==> src/rtl/dcache_controller.sv <==
// Data cache sequencing controller: zero-stall hits, dirty-victim write-back
// and line refill over a single-outstanding request/ack memory port.
module dcache_controller (
  input  logic         clk_i,
  input  logic         rst_i,
  input  logic         cpu_req_i,
  input  logic         cpu_write_i,
  input  logic [31:0]  cpu_addr_i,
  input  logic [31:0]  cpu_data_i,
  output logic [31:0]  cpu_data_o,
  output logic         cpu_stall_o,
  output logic         sram_enable_o,
  output logic         sram_write_o,
  output logic [3:0]   sram_addr_o,
  output logic [24:0]  sram_tag_o,
  output logic [255:0] sram_data_o,
  input  logic         sram_hit_i,
  input  logic [24:0]  sram_tag_i,
  input  logic [255:0] sram_data_i,
  output logic         mem_enable_o,
  output logic         mem_write_o,
  output logic [31:0]  mem_addr_o,
  output logic [255:0] mem_data_o,
  input  logic         mem_ack_i,
  input  logic [255:0] mem_data_i
);

  typedef enum logic [2:0] {
    S_IDLE, S_MISS, S_WRITEBACK, S_REFILL, S_REFILL_DONE
  } state_t;

  state_t         state_q;
  logic [26:0]    req_q;       // latched {tag, index} of the missing access
  logic [255:0]   line_q;      // refilled line awaiting install
  logic           mem_en_q;
  logic           mem_we_q;
  logic [31:0]    mem_addr_q;
  logic [255:0]   mem_data_q;  // victim line for write-back

  logic [22:0]    cpu_tag;
  logic [3:0]     cpu_idx;
  logic [7:0]     cpu_bit;
  logic [255:0]   merged;
  logic           unused_addr;

  assign cpu_tag     = cpu_addr_i[31:9];
  assign cpu_idx     = cpu_addr_i[8:5];
  assign cpu_bit     = {cpu_addr_i[4:2], 5'b0};
  assign unused_addr = ^cpu_addr_i[1:0];

  always_comb begin
    merged = sram_data_i;
    merged[cpu_bit +: 32] = cpu_data_i;
  end

  // SRAM/CPU side is combinational so hits complete in the request cycle.
  always_comb begin
    cpu_data_o    = '0;
    cpu_stall_o   = 1'b0;
    sram_enable_o = 1'b0;
    sram_write_o  = 1'b0;
    sram_addr_o   = '0;
    sram_tag_o    = '0;
    sram_data_o   = '0;
    if (!rst_i) begin
      case (state_q)
        S_IDLE: begin
          if (cpu_req_i) begin
            sram_enable_o = 1'b1;
            sram_addr_o   = cpu_idx;
            sram_tag_o    = {1'b1, cpu_write_i, cpu_tag};
            if (sram_hit_i) begin
              if (cpu_write_i) begin
                sram_write_o = 1'b1;
                sram_data_o  = merged;
              end else begin
                cpu_data_o = sram_data_i[cpu_bit +: 32];
              end
            end else begin
              cpu_stall_o = 1'b1;
            end
          end
        end
        S_MISS: begin
          cpu_stall_o   = 1'b1;
          sram_enable_o = 1'b1;
          sram_addr_o   = req_q[3:0];
          sram_tag_o    = {2'b00, req_q[26:4]};
        end
        S_REFILL_DONE: begin
          cpu_stall_o   = 1'b1;
          sram_enable_o = 1'b1;
          sram_write_o  = 1'b1;
          sram_addr_o   = req_q[3:0];
          sram_tag_o    = {2'b10, req_q[26:4]};
          sram_data_o   = line_q;
        end
        default: cpu_stall_o = 1'b1;
      endcase
    end
  end

  assign mem_enable_o = mem_en_q & ~rst_i;
  assign mem_write_o  = mem_we_q & ~rst_i;
  assign mem_addr_o   = rst_i ? '0 : mem_addr_q;
  assign mem_data_o   = rst_i ? '0 : mem_data_q;

  always_ff @(posedge clk_i) begin
    if (rst_i) begin
      state_q    <= S_IDLE;
      req_q      <= '0;
      line_q     <= '0;
      mem_en_q   <= 1'b0;
      mem_we_q   <= 1'b0;
      mem_addr_q <= '0;
      mem_data_q <= '0;
    end else begin
      case (state_q)
        S_IDLE: begin
          if (cpu_req_i && !sram_hit_i) begin
            req_q   <= cpu_addr_i[31:5];
            state_q <= S_MISS;
          end
        end
        S_MISS: begin
          mem_en_q <= 1'b1;
          if (sram_tag_i[24] && sram_tag_i[23]) begin
            mem_we_q   <= 1'b1;
            mem_addr_q <= {sram_tag_i[22:0], req_q[3:0], 5'b0};
            mem_data_q <= sram_data_i;
            state_q    <= S_WRITEBACK;
          end else begin
            mem_we_q   <= 1'b0;
            mem_addr_q <= {req_q, 5'b0};
            state_q    <= S_REFILL;
          end
        end
        S_WRITEBACK: begin
          if (mem_ack_i) begin
            mem_we_q   <= 1'b0;
            mem_addr_q <= {req_q, 5'b0};
            state_q    <= S_REFILL;
          end
        end
        S_REFILL: begin
          if (mem_ack_i) begin
            line_q   <= mem_data_i;
            mem_en_q <= 1'b0;
            state_q  <= S_REFILL_DONE;
          end
        end
        S_REFILL_DONE: state_q <= S_IDLE;
        default:       state_q <= S_IDLE;
      endcase
    end
  end

endmodule

==> config.mk <==
export PLATFORM = sky130hd
export DESIGN_NAME = dcache_controller
export DESIGN_NICKNAME = d
export VERILOG_FILES = /design/src/rtl/dcache_controller.sv
export SDC_FILE = /design/constraint.sdc
export NUM_CORES = 2
export LEC_CHECK = 0
export ABC_AREA = 1
export CORE_AREA = 2 2 479 481
export CTS_BUF_LIST = sky130_fd_sc_hd__clkbuf_8
export DETAILED_ROUTE_END_ITERATION = 7
export DIE_AREA = 0 0 481 483
export GPL_TIMING_DRIVEN = 1
export PLACE_DENSITY = 0.34
export SETUP_SLACK_MARGIN = 0.3
export SLEW_MARGIN = 20
export SYNTH_ARGS = -nofsm -noshare
export SYNTH_HDL_FRONTEND = slang
export SYNTH_SLANG_ARGS = --single-unit
==> constraint.sdc <==
create_clock -name clk_i -period 2.41 [get_ports clk_i]
set_clock_uncertainty 0.1 [all_clocks]
set_input_delay 0.241 -clock clk_i [delete_from_list [all_inputs] [get_ports clk_i]]
set_output_delay 0.241 -clock clk_i [all_outputs]
set_load 0.03 [all_outputs]
# After elaboration in Yosys (flattened, before gate mapping)
# Cells that the tools add are included.
# W data, S select, Z words.
# classes
n_addsub	1
eq_ne	7
n_mux	43
reduce_logical	13
n_bitwise	3
shifts	3
# op_table
operator	count
$mux W256	5
$pmux W256 S2	1
$bwmux W256	1
$mux W32	8
$shift A32 B10 Y256 const A	1
$shiftx A256 B9 Y32	1
$shiftx A32 B10 Y256	1
$pmux W25 S3	1
$pmux W32 S2	1
$mux W25	2
$mux W1	13
$pmux W3 S4	1
$neg A8 Y10	1
$reduce_and A2 Y1	5
$mux W3	3
$mux W4	2
$pmux W1 S2	4
$pmux W4 S2	1
$eq A3 B2 Y1 const B	2
$ne A2 B2 Y1 const B	3
$reduce_bool A2 Y1	2
$eq A3 B1 Y1 const B	1
$eq A3 B3 Y1 const B	1
$logic_not A3 Y1	1
other kinds (6)	8
# word_totals
ff_bits	576
wordCells	77
out_inout_bits	610
inputBits	607

# Logic depth before layout (Yosys ltp)
# logic_depth
ltp_word	8
mapped_depth	15
ltp_nobuf	11

# Worst setup path after synthesis
# OpenSTA, ideal clock, no wires.
# synth_path
path_type	input to output
start	in cpu_addr_i[2]
end	out sram_data_o[10]
arrival_ns	2.697
path_buffers	4
path_stages	14
t_required_ns	2.069
setup_slack_ns	-0.628
path_cell_list	buf_2 -> inv_2 -> buf_2 -> clkbuf_1 -> ha_1 -> ha_1 -> inv_2 -> nand2_1 -> nor2_1 -> nand2_1 -> buf_2 -> nand2_1 -> nand3_1 -> a21oi_1
# synth_via
elab_chain_cells	8
elab_cells_between_ends	9
cone_classes	add/sub (1); shift (2); mux (6)
# synth_lines
item	line_no	source
from (decl)	8	input logic [31:0] cpu_addr_i,
$neg A8 Y10 (*)	53	merged[cpu_bit +: 32] = cpu_data_i;
$shiftx A32 B10 Y256 / $shift A32 B10 Y256 (equally long branches)	53	
$bwmux W256 (*)	53	
$mux W256 (*)	73	if (cpu_write_i) begin
$mux W256 (*)	72	if (sram_hit_i) begin
$mux W256 (*)	68	if (cpu_req_i) begin
$pmux W256 S2 (*)	66	case (state_q)
$mux W256 (*)	65	if (!rst_i) begin
to (decl)	16	output logic [255:0] sram_data_o,
# Mark *: on every way between the ends. The rest lies on a longest branch, timed or not.

# Final worst setup path
# layout_path
start	reg state_q[2]
end	out sram_data_o[188]
# layout_via
elab_chain_cells	3
elab_cells_between_ends	4
cone_classes	eq/ne (1); mux (2); reduce/logical (1)
# layout_lines
item	line_no	source
from (decl)	32	state_t state_q;
from (signal assigned)	110	state_q <= S_IDLE;
from (signal assigned)	122	state_q <= S_MISS;
from (signal assigned)	131	state_q <= S_WRITEBACK;
$eq A3 B3 Y1 / $logic_not A3 Y1 (equally long branches)	66	
$pmux W256 S2 (*)	66	
$mux W256 (*)	65	
# Marks and branches as above.

==> summary.md <==
| Metric | Value |
|---|---|
| CP Cell Sequence | nor2_4 > nand2_4 > nor2_4 > buf_12 > buf_12 > buf_16 > buf_8 > buf_16 > nand3_2 > a21oi_4 > buf_12 |
| DRC errors left | 0 |
| Vias/cell | 4.31 |
| Total global-route track usage | 26.2% |
| Worst Hold End | mem_addr_q[13] |
| Io pins | 1217 |
| Register area share after synthesis | 35.2% |
| Site row count | 175 |
| Cell mode on critical path | buf_12 |
| Leading area contributor after synthesis | dfxtp_1 |
| Crit path capture type | output pin |
| Pleak | 31.6 nW |
| Cells after synthesis | 5383 |
| Routed WL | 323000 µm |
| Final period utilization | 131% |
| Hold Startpoint | sram_tag_i[4] |
| RSZ-0062 raised after global routing | true |
| Final hold violations | 0 |
| Worst-margin pin slew | 0.782 ns |
| Fill count | 24300 |
| WP data arrival | 2.82 ns |
| Hold Path Depth | 5 |
| DR WL/cell | 30.1 µm |
| Violated checks | setup timing |
| Power per cell area | 436 nW/µm² |
| Worst R2R End | mem_data_q[142] |
| Critical-path maximum fanout | 8 |
| Initial core utilization | 14.3% |
| Core region area | 227000 µm² |
| Initial drt markers | 3031 |
| Chip height | 483 µm |
| FF-to-FF setup slack | -0.07 ns |
| Worst r2r path cells | 14 |
| First-pass DRT Iterations | 5 |
| Worst-Skew Late Latency | 0.90 ns |
| Vias in the first global route | 46500 |
| Status | complete, but fails checks |
| Remaining global-route overflow | 0 |
| Non-Filler Instances | 10700 |
| Worst Setup Slack post-DPL | -0.582 ns |
| Worst path max stage delay | 0.35 ns |
| Final Max Tran Viols | 0 |
| Kind of cell adding the most delay to the critical path | buffers and inverters |
| Worst Setup Slack, final | -0.754 ns |
| Maximum VDD drop | 0.480 mV |
| Min cycle time layout | 3.16 ns |
| NumNets Final | 8213 |
| Clock sink total | 571 |
| Largest net degree at the start of global routing | 111 |
| Antenna Violating Nets Remaining | 0 |
| First-pass GRT wire length | 414000 µm |
| Worst path bufs/invs | 6 |
| Number of synthesized register bits | 571 |
| Req. time, crit path | 2.07 ns |
| Slew HR | 47.3% |
| Clock Path Buffers | 3 |
| Mean Syn Cell Area | 6.02 µm² |
| Hold Crit Class | in -> reg |
| Total Power | 0.0329 W |
| Post-synth cell types | 31 |
| RD Place Congestion | 0.921 |
| Largest cells by area after synthesis | dfxtp_1, nand2_1, nor2_1, a21oi_1, nand3_1 |
| Max-Cap Viols | 0 |
| F_max | 0.316 GHz |
| WS Path Type | reg -> out |
| Num CTS Buffers | 131 |
| IO Port Bufs | 1209 |
| Die ar. | 232000 µm² |
| RR Startpoint | state_q[2] |
| DR vias | 46200 |
| Post-synth top area share | 35.2% |
| CTS tree | yes |
| Initial antenna violation count | 90 |
| Layout cell share with drive strength beyond 1 | 31.3% |
| Setup violators final | 381 |
| Area growth syn-to-layout | 133% |
| H-Tree Depth | 4 |
| DPL Wire Length | 253000 µm |
| Yosys Warn Count | 0 |
| Reg clk slew, reported paths | 0.06 ns |
| Worst path slowest cell | dfxtp_4 |
| DP Cell Count | 9815 |
| Root buffer cell | clkbuf_8 |
| Cell Area, Synth | 32400 µm² |
| CP startpoint kind | register |
| Die Wd | 481 µm |
placed cells by master, fill, tap and decap left out, drive strengths merged:
cell type         n
a21boi            1
clkinv           11
ha                6
nor3              9
nand4            63
a21oi           634
conb              5
diode            27
a31oi             1
nand2          1155
bufbuf            2
dfxtp           571
buf            1371
inv             670
bufinv            1
clkdlybuf4s50   600
o211ai            9
dlygate4sd3     485
dlymetal6s2s      1
o21ai           408
clkbuf          208
nor2            941
clkinvlp          5
a22oi             5
nand3           519
Yosys cell counts, drive strengths merged:
library cell  count
conb              1
dfxtp           571
o211ai            9
a21boi            1
nor3              9
nand2          1155
a21oi           634
nor2            941
clkbuf          194
inv             626
nand4            63
buf             239
ha                6
a31oi             1
nand3           519
a22oi             5
clkinv            1
o21ai           408
state kept, by name (all words and copies together), names as in the netlist:
signal	cells
line_q	256
mem_data_q	256
mem_addr_q	27
req_q	27
state_q	3
mem_en_q	1
mem_we_q	1
kinds of logic after synthesis:
logic type	after synthesis	share of synthesized area, %
compound gates	1058	17.0
fa+ha+maj	6	0.231
buf+inv	1060	13.7
flops	571	35.2
other cells	1	0.0116
simple gates	2687	33.9
cell type report:
cell class / count / area (µm²) / share of cell area, %
repair buffers: 2513 / 32300 / 42.8
multi-input cells: 3756 / 23000 / 30.5
flip-flops and latches: 571 / 11400 / 15.2
clock inverters: 60 / 314 / 0.416
well taps: 3009 / 3760 / 4.99
diodes: 27 / 67.6 / 0.0895
inverters: 627 / 2410 / 3.19
clock buffers: 154 / 2120 / 2.81
worst reg2reg max path, delay by kind of cell (launching register included):
| family | cells | cell delay [ns] |
|---|---|---|
| and+or+nand+nor | 6 | 0.78 |
| AOI/OAI and AO/OA | 1 | 0.06 |
| buffers and inverters | 7 | 1.05 |
| DFF | 1 | 0.35 |
per-stage QoR:
stage	hold WS (ns)	util, %	TNS (ns)	area (µm²)
finish	0.0708	33.3	-191.31	75500
detailed placement	0.363	26.9	-60.92	61100
global route	0.0195	33.3	-251.19	75400
CTS	0.000543	31.9	-370.61	72500
global placement	0.359	26.9	-60.27	61100
floorplan	0.286	-	0	35700
per-layer routing:
layer / global-route usage, % / up-vias / part of all wire, % / wire length [µm]
met2: 45.4 / 1804 / 49 / 157000
met3: 7.46 / 428 / 7.5 / 24300
li1: - / 21600 / - / -
met4: 8.93 / 44 / 3.9 / 12600
met5: 0 / - / 0.083 / 268
met1: 30.5 / 22300 / 40 / 128000
worst max path at each step:
stage | depth (start not counted) | slack [ns] | from | endpoint
detailed placement | 9 | -0.58 | cpu_write_i | sram_data_o[62]
floorplan | 11 | 0.06 | cpu_addr_i[4] | sram_data_o[153]
CTS | 11 | -0.86 | state_q[2] | sram_data_o[130]
global placement | 7 | -0.72 | sram_data_i[5] | cpu_data_o[5]
finish | 11 | -0.75 | state_q[2] | sram_data_o[188]
global route | 11 | -0.88 | state_q[2] | sram_data_o[188]
report_power, final:
group	switching, W	leakage [nW]	total (W)	internal, W
clock network	0.00541	1.40	0.0113	0.00586
registers	0.000224	4.63	0.0102	0.0100
logic	0.00636	25.5	0.0114	0.00506
timing repair:
| item | CTS | global route |
|---|---|---|
| hold buffers | 484 | 3 |
| hold endpoints to repair | 496 | 10 |
| gates resized for setup | 519 | 477 |
| setup buffers | 63 | 49 |
| cloned | 29 | 33 |
| pin swaps | 186 | 224 |
| setup endpoints to repair | 449 | 1106 |
(Power assumes the default switching activity.)
